`src/rtl/seg7_scan_mux.sv`:
```
`default_nettype none
// ============================================================================
// Module   : seg7_scan_mux
// Purpose  : Multi-channel hex scanner for a common-anode 7-segment bank with
//            frame snapshots, leading-zero blanking and decimal points.
// Revision : 1.0 - initial release
// ============================================================================
module seg7_scan_mux #(
   parameter int CH_NUM   = 2,
   parameter int CH_W     = 16,
   parameter int SCAN_DIV = 100000
) (
   input  logic                        clk_100MHz_i,
   input  logic                        rst_n,
   input  logic                        en_i,
   input  logic [CH_NUM*CH_W-1:0]      cnt_val_i,
   input  logic [CH_NUM-1:0]           blank_lz_i,
   input  logic [CH_NUM*CH_W/4-1:0]    dp_mask_i,
   output logic [7:0]                  HEX_o,
   output logic [CH_NUM*CH_W/4-1:0]    AN_o,
   output logic                        frame_o
);

   localparam int DIGITS        = CH_NUM * CH_W / 4;
   localparam int c_nib_per_ch  = CH_W / 4;
   localparam int c_idx_w       = (DIGITS > 1) ? $clog2(DIGITS) : 1;
   localparam int c_presc_w     = $clog2(SCAN_DIV);

   logic [c_presc_w-1:0]    r_presc;
   logic [c_idx_w-1:0]      r_idx;
   logic [CH_NUM*CH_W-1:0]  r_snap;

   logic                    w_tick;
   logic                    w_wrap;
   logic [DIGITS-1:0]       w_blank;
   logic [DIGITS-1:0]       w_an_n;
   logic [3:0]              w_nibs [DIGITS];
   logic [6:0]              w_seg;

   function automatic logic [6:0] hex_decode(input logic [3:0] nib);
      logic [6:0] seg;
      case (nib)
         4'h0: seg = 7'h40;
         4'h1: seg = 7'h79;
         4'h2: seg = 7'h24;
         4'h3: seg = 7'h30;
         4'h4: seg = 7'h19;
         4'h5: seg = 7'h12;
         4'h6: seg = 7'h02;
         4'h7: seg = 7'h78;
         4'h8: seg = 7'h00;
         4'h9: seg = 7'h10;
         4'hA: seg = 7'h08;
         4'hB: seg = 7'h03;
         4'hC: seg = 7'h46;
         4'hD: seg = 7'h21;
         4'hE: seg = 7'h06;
         default: seg = 7'h0E;
      endcase
      return seg;
   endfunction

   // Channels are packed nibble-contiguous, so digit d is simply nibble d of snap.
   for (genvar d = 0; d < DIGITS; d++) begin : g_digit
      localparam int c_ch  = d / c_nib_per_ch;
      localparam int c_nib = d % c_nib_per_ch;

      assign w_nibs[d] = r_snap[4*d +: 4];
      assign w_an_n[d] = (r_idx != c_idx_w'(d));

      if (c_nib == 0) begin : g_lsn
         assign w_blank[d] = 1'b0;
      end else begin : g_upper
         assign w_blank[d] = blank_lz_i[c_ch] &&
            (r_snap[c_ch*CH_W + 4*c_nib +: CH_W - 4*c_nib] == '0);
      end
   end

   assign w_tick = en_i && (r_presc == c_presc_w'(SCAN_DIV - 1));
   assign w_wrap = w_tick && (r_idx == c_idx_w'(DIGITS - 1));
   assign w_seg  = w_blank[r_idx] ? 7'h7F : hex_decode(w_nibs[r_idx]);

   always_ff @(posedge clk_100MHz_i or negedge rst_n) begin
      if (!rst_n) begin
         r_presc <= '0;
         r_idx   <= '0;
         r_snap  <= '0;
      end else if (!en_i) begin
         r_presc <= '0;
         r_idx   <= '0;
         r_snap  <= cnt_val_i;
      end else begin
         if (w_tick) begin
            r_presc <= '0;
            r_idx   <= w_wrap ? '0 : r_idx + 1'b1;
         end else begin
            r_presc <= r_presc + 1'b1;
         end
         if (w_wrap) begin
            r_snap <= cnt_val_i;
         end
      end
   end

   // Outputs lag idx/snap by one cycle; disabled display is fully dark.
   always_ff @(posedge clk_100MHz_i or negedge rst_n) begin
      if (!rst_n) begin
         AN_o    <= '1;
         HEX_o   <= 8'hFF;
         frame_o <= 1'b0;
      end else if (!en_i) begin
         AN_o    <= '1;
         HEX_o   <= 8'hFF;
         frame_o <= 1'b0;
      end else begin
         AN_o    <= w_an_n;
         HEX_o   <= {~dp_mask_i[r_idx], w_seg};
         frame_o <= w_wrap;
      end
   end

endmodule
`default_nettype wire
```
`config.mk`:
```
export PLATFORM = sky130hd
export DESIGN_NAME = seg7_scan_mux
export DESIGN_NICKNAME = d
export VERILOG_FILES = /design/src/rtl/seg7_scan_mux.sv
export SDC_FILE = /design/constraint.sdc
export NUM_CORES = 1
export LEC_CHECK = 0
export BUFFER_PORTS_ARGS = -buffer_cell sky130_fd_sc_hd__buf_4
export CORE_MARGIN = 3
export CORE_UTILIZATION = 42
export CTS_BUF_LIST = sky130_fd_sc_hd__clkbuf_4
export CTS_CLUSTER_DIAMETER = 150
export DETAILED_ROUTE_END_ITERATION = 16
export PLACE_DENSITY = 0.76
export SLEW_MARGIN = 20
export SYNTH_ARGS = -nofsm -noshare
export SYNTH_HDL_FRONTEND = slang
export SYNTH_SLANG_ARGS = --single-unit
```
`constraint.sdc`:
```
create_clock -name clk_100MHz_i -period 2.14 [get_ports clk_100MHz_i]
set_input_delay 0.428 -clock clk_100MHz_i [delete_from_list [all_inputs] [get_ports clk_100MHz_i]]
set_output_delay 0.428 -clock clk_100MHz_i [all_outputs]
set_load 0.02 [all_outputs]
```
Word level (Yosys, flattened, before mapping)
Memory sizes are Yosys's and may differ from the RTL's.
Index checks and enable logic that the tools add are counted.
{"block": "totals", "n_memories": 1, "elab_cells": 57, "inputBits": 45, "reg_bits": 69, "romBits": 112}
{"block": "classes", "reduce_logical": 15, "bitwise_logic": 2, "addsub": 2, "order_cmp": 2, "mux": 18, "n_eq_ne": 11}
{"memory": "(no name shown)", "depth": 16, "width": 7, "rd": 1, "rd_clocked_by_memory_dff": 0, "write_ports": 0, "line": "42", "text": "case (nib)"}
{"operator": "2-to-1 mux 32 bit", "n": 2}
{"operator": "2-to-1 mux 17 bit", "n": 2}
{"operator": "logical NOT 12 bit", "n": 2}
{"operator": "adder 17 x 1 -> 17 bit (second input constant)", "n": 1}
{"operator": "== test 17 bit (second input constant)", "n": 1}
{"operator": "logical NOT 8 bit", "n": 2}
{"operator": "2-to-1 mux 8 bit", "n": 2}
{"operator": "binary-select mux 4 bit (select 3 bit)", "n": 1}
{"operator": "inequality test 3 bit (second input constant)", "n": 4}
{"operator": "2-to-1 mux 3 bit", "n": 3}
{"operator": "logical AND 1 bit", "n": 8}
{"operator": "logical NOT 4 bit", "n": 2}
{"operator": "2-to-1 mux 4 bit", "n": 2}
{"operator": "2-to-1 mux 7 bit", "n": 1}
{"operator": "binary-select mux 1 bit (select 3 bit)", "n": 2}
{"operator": "inequality test 3 x 2 -> 1 bit (second input constant)", "n": 2}
{"operator": ">= comparator 4 bit (second input constant)", "n": 1}
{"operator": "< comparator 3 x 4 -> 1 bit (second input constant)", "n": 1}
{"operator": "inequality test 2 x 1 -> 1 bit (second input constant)", "n": 2}
{"operator": "NOT 3 -> 4 bit", "n": 1}
{"operator": "adder 3 x 1 -> 3 bit (second input constant)", "n": 1}
{"operator": "== test 3 bit (second input constant)", "n": 1}
{"operator": "2-to-1 mux 1 bit", "n": 3}
{"operator": "inequality test 3 x 1 -> 1 bit (second input constant)", "n": 1}
{"operator": "2 further kinds", "n": 2}

Depth between registers and ports, before layout
An unclocked memory read counts as a cell.
{"block": "logic_depth", "word_depth": 7, "mapped_depth": 10, "depth_no_buf": 9}

Worst setup path after synthesis
OpenSTA, ideal clock, no wires.
{"block": "synth_timing", "kind": "register to register", "startpoint": "register r_idx[1]", "endpoint": "register HEX_o[2]", "arrival_time_ns": 2.198, "setup_time_ns": 0.111, "path_stages_with_launch": 8, "period_less_slack_ns": 2.309, "path_slack_ns": -0.169, "t_required_ns": 2.029, "cell_sequence": "dfrtp_1 -> buf_2 -> buf_2 -> mux4_2 -> mux2i_2 -> inv_1 -> ha_1 -> o311ai_0"}
{"block": "synth_via", "elab_chain_cells": 7}
{"item": "start: declaration", "line": "30", "text": "logic [c_idx_w-1:0] r_idx;"}
{"item": "start signal: assignment", "line": "95", "text": "r_idx <= w_wrap ? '0 : r_idx + 1'b1;"}
{"item": "NOT 3 -> 4 bit (implied by the code)", "line": "81", "text": "assign w_seg = w_blank[r_idx] ? 7'h7F : hex_decode(w_nibs[r_idx]);"}
{"item": "binary-select mux 4 bit (select 3 bit)", "line": "81"}
{"item": "2-to-1 mux 4 bit (implied by the code) (2 in series)", "line": "81"}
{"item": "memory read (16 x 7 bit)"}
{"item": "2-to-1 mux 7 bit *", "line": "81"}
{"item": "2-to-1 mux 8 bit *", "line": "111", "text": "end else if (!en_i) begin"}
{"item": "end signal: assignment", "line": "117", "text": "HEX_o <= {~dp_mask_i[r_idx], w_seg};"}
{"item": "end: declaration", "line": "19", "text": "output logic [7:0] HEX_o,"}
Every way passes the cells marked *; elsewhere a longest branch is shown, timed or not. The select of a mux whose other input is x is not followed.
A chain may end at the register's enable or synchronous reset.

Final worst setup path
{"block": "layout_timing", "startpoint": "register r_presc[13]", "endpoint": "register r_snap[1]"}
{"block": "layout_via", "elab_chain_cells": 4}
{"item": "start: declaration", "line": "29", "text": "logic [c_presc_w-1:0] r_presc;"}
{"item": "start signal: assignment", "line": "97", "text": "r_presc <= r_presc + 1'b1;"}
{"item": "== test 17 bit", "line": "79", "text": "assign w_tick = en_i && (r_presc == c_presc_w'(SCAN_DIV - 1));"}
{"item": "logical AND 1 bit", "line": "79"}
{"item": "logical AND 1 bit", "line": "80", "text": "assign w_wrap = w_tick && (r_idx == c_idx_w'(DIGITS - 1));"}
{"item": "inequality test 2 x 1 -> 1 bit (no line)"}
{"item": "end signal: assignment", "line": "91", "text": "r_snap <= cnt_val_i;"}
{"item": "end signal: assignment", "line": "100", "text": "r_snap <= cnt_val_i;"}
{"item": "end: declaration", "line": "31", "text": "logic [CH_NUM*CH_W-1:0] r_snap;"}
No other way between the ends.

==> flow_summary_export.csv <==
group,metric,value,unit
synth,avgSynthCellArea,12.8,um2
detailed_routing,m1WireLength,3.32,mm
detailed_routing,route.detailed.drc,0,
cells_and_area,drive_gt1_share,45.9,%
timing,post-route-min-period,2.07,ns
min_path,hp-class,"input port to register",
timing,setup_tns,0,ns
timing,final_hold_viol_count,0,
synth,netlist_area,3570,um2
worst_setup_path,r2r_cells,5,
synth,syn_inst,280,
min_path,hp-start,"cnt_val_i[5]",
outcome,status,"completed",
synth,yosys-top-cells-area,"dfrtp_1 37%, mux2_4 12%, dfstp_2 12%, mux4_2 6.3%, ha_1 4.6%",
clock_tree,cts_tree,"yes",
synth,synthArstFlopShare,100,%
cells_and_area,finish.cell_count_without_fillers,474,
worst_setup_path,crit_fanout,7,
detailed_routing,drtPass1Iterations,4,
detailed_routing,avgViaCountPerCell,5.19,
global_routing,grtUsageTotal,16.2,%
floorplanning,core.rowCount,33,
worst_setup_path,rr_endpoint,"r_snap[1]$_DFFE_PN0P_",
detailed_routing,top_layer,"met4",
cells_and_area,area_growth_syn_to_layout,23.6,%
timing,timing.final.crit_share,96.7,%
synth,ys.warnings.count,0,
cells_and_area,final_net_count,422,
synth,yosysTopAreaCell,"dfrtp_1",
global_routing,overflow,0,
timing,tightest_slew,0.575,ns
global_routing,grt_pass1_vias,2500,
synth,yosysSeqAreaShare,48.9,%
clock_tree,clockRootBuffer,"clkbuf_4",
floorplanning,die_h,98.3,um
power_and_ir_drop,leakage,2.01,nW
place,post-dp-hpwl,5.47,mm
min_path,min_to,"r_snap[5]$_DFFE_PN0P_",
synth,ys.flop_type,"dfrtp_1",
flow_run,cap_violations,0,
worst_setup_path,cpMaxStageDelayCell,"nor4b_1",
floorplanning,ios,62,
synth,synth_top_area_share,37.1,%
worst_setup_path,cp.arrival,2.37,ns
timing,max_freq,483,MHz
power_and_ir_drop,p_per_area,589,nW/um2
detailed_routing,dr_wl_met3,408,um
global_routing,grt_first_pass_wirelength,12.1,mm
worst_setup_path,crit-reg2reg-launch,"r_presc[13]$_DFF_PN0_",
global_routing,grt_max_degree,45,
power_and_ir_drop,ir_drop,277,uV
place,place.gp.congestion,0.810,
synth,ys_ff_latch,69,
detailed_routing,drt-initial-drc-count,113,
detailed_routing,vias,2460,
timing,slew_headroom,61.4,%
timing,setup-violations-final,0,
worst_setup_path,reg2reg_slack,0.07,ns
synth,synth.area.mux_share,22.0,%
place,dp_cells,449,
clock_tree,cts_sinks,69,
detailed_routing,wl_per_cell,16.0,um
floorplanning,die_area,9650,um2
detailed_routing,postRouteAntennaNets,0,
worst_setup_path,required,2.44,ns
clock_tree,clk_pin_slew,0.10,ns
worst_setup_path,path_cells,"nor4b_1, and4_4, a21bo_4, buf_4, mux2_2",
synth,ys_types,42,
worst_setup_path,max_stage_delay,0.47,ns
clock_tree,cts_htree_levels,3,
clock_tree,worstSkewPairLatency,0.41,ns
detailed_routing,routed_wl,7.56,mm
place,port_buffers,61,
cells_and_area,multi_input_area,1700,um2
clock_tree,cts_max_path_buffers,2,
power_and_ir_drop,total_power,2.60,mW
detailed_routing,route.met2.wl,3.63,mm
synth,synth_fa_ha_area_share,4.55,%
worst_setup_path,worstSetupPathType,"register to register",
synth,yosys-top-cells-count,"53 x dfrtp_1, 29 x mux2_4, 25 x nor2_1, 24 x nand2_1, 22 x nand3_1",
timing,finClkSkew,0.0105,ns
synth,synth.net_count,338,
synth,synth_compound_area_share,2.66,%
worst_setup_path,critPathLaunchType,"register",
clock_tree,cts_buffers,9,
floorplanning,initial_core_util,43.3,%
min_path,min_path_cells,2,
worst_setup_path,end_kind,"register",
cells_and_area,regArea,1750,um2
synth,synth_edf_count,0,
cells_and_area,fill_cells,726,
synth,synth-xor-area-share,4.17,%
synth,synthSimpleGateAreaFrac,13.7,%
floorplanning,core-area,8260,um2
timing,slew_viol_final,0,
synth,synth_top_family_by_area,"multiplexers",
synth,synth.most_common_cell,"dfrtp_1",
floorplanning,die_w,98.3,um
global_routing,antenna_found_initial,1,
-- through the flow --
step / setup slack (ns) / hold WS (ns) / util [%] / instance area, um2
floorplan: 0.0310 / 0.132 / - / 3590
global placement: 0.0909 / 0.446 / 50.8 / 4200
detailed placement: 0.0254 / 0.450 / 50.8 / 4200
CTS: 0.0157 / 0.213 / 52.1 / 4310
global route: -0.00818 / 0.206 / 53.5 / 4420
finish: 0.0712 / 0.240 / 53.5 / 4420
-- registers in the layout, summed over array words and instances (netlist names) --
signal / cells
r_presc: 17
r_idx: 3
HEX_o: 8
r_snap: 32
frame_o: 1
AN_o: 8
-- cell usage in the layout, fill, tap and decap left out, drive strengths merged, types with 10 or more instances in the layout --
cell     n
buf     83
dfrtp   53
mux2    34
nor2    25
nand2   24
nand3   22
dfstp   16
ha      13
clkbuf  13
mux4    10
xnor2   10
-- kinds of logic (layout without fill, tap and decap cells) --
family          after synthesis  count (layout)
mux                          48              48
flops                        69              69
simple gates                 99              99
buf+inv                      20             108
compound gates               14              14
xor+xnor                     17              17
other cells                   0               1
fa+ha+maj                    13              13
-- report_power, final --
part | internal [mW] | total [mW] | switching (mW)
registers | 1.40 | 1.47 | 0.0711
logic | 0.260 | 0.457 | 0.196
clock network | 0.246 | 0.673 | 0.426
total | 1.91 | 2.60 | 0.694
-- layer usage --
layer | track usage, % | up-vias
met5 | 0 | -
met4 | 9.24 | 0
met3 | 4.07 | 18
met2 | 24.7 | 87
met1 | 21.1 | 1201
li1 | - | 1154
-- how the worst max path moves through the flow --
stage | from | to | slack [ns] | depth (start not counted)
2_1_floorplan | r_idx[1]$_DFFE_PN0P_ | HEX_o[5]$_DFF_PN1_ | 0.03 | 10
6_report | r_presc[13]$_DFF_PN0_ | r_snap[1]$_DFFE_PN0P_ | 0.07 | 5
3_3_place_gp | r_idx[0]$_DFFE_PN0P_ | HEX_o[0]$_DFF_PN1_ | 0.09 | 5
3_5_place_dp | r_idx[0]$_DFFE_PN0P_ | HEX_o[5]$_DFF_PN1_ | 0.03 | 8
4_1_cts | r_idx[0]$_DFFE_PN0P_ | HEX_o[5]$_DFF_PN1_ | 0.02 | 8
5_1_grt | r_idx[1]$_DFFE_PN0P_ | HEX_o[5]$_DFF_PN1_ | -0.008 | 10
-- cell type report --
| class | instances | share of cell area, % |
|---|---|---|
| sequential | 69 | 39.6 |
| multi-input combinational | 191 | 38.5 |
| clock buffer | 11 | 1.87 |
| clock inverter | 4 | 0.368 |
| tap | 105 | 2.97 |
| antenna | 1 | 0.0567 |
| inverter | 7 | 0.595 |
| timing repair buffer | 86 | 16.0 |
-- critical path: cells and delay by family (launching register included) --
kind / cells / cell delay [ns]
compound gates: 1 / 0.21
flops: 1 / 0.43
simple gates: 2 / 0.79
mux: 1 / 0.34
buf+inv: 1 / 0.20
-- repair_timing --
action / 4_1_cts / 5_1_grt
endpoints found under the setup margin: 0 / 27
endpoints found under the hold margin: 34 / 0
setup buffers: 0 / 6
hold buffers: 1 / 0
resized for setup: 0 / 6
Note: power is estimated with default switching activity, not from simulation.
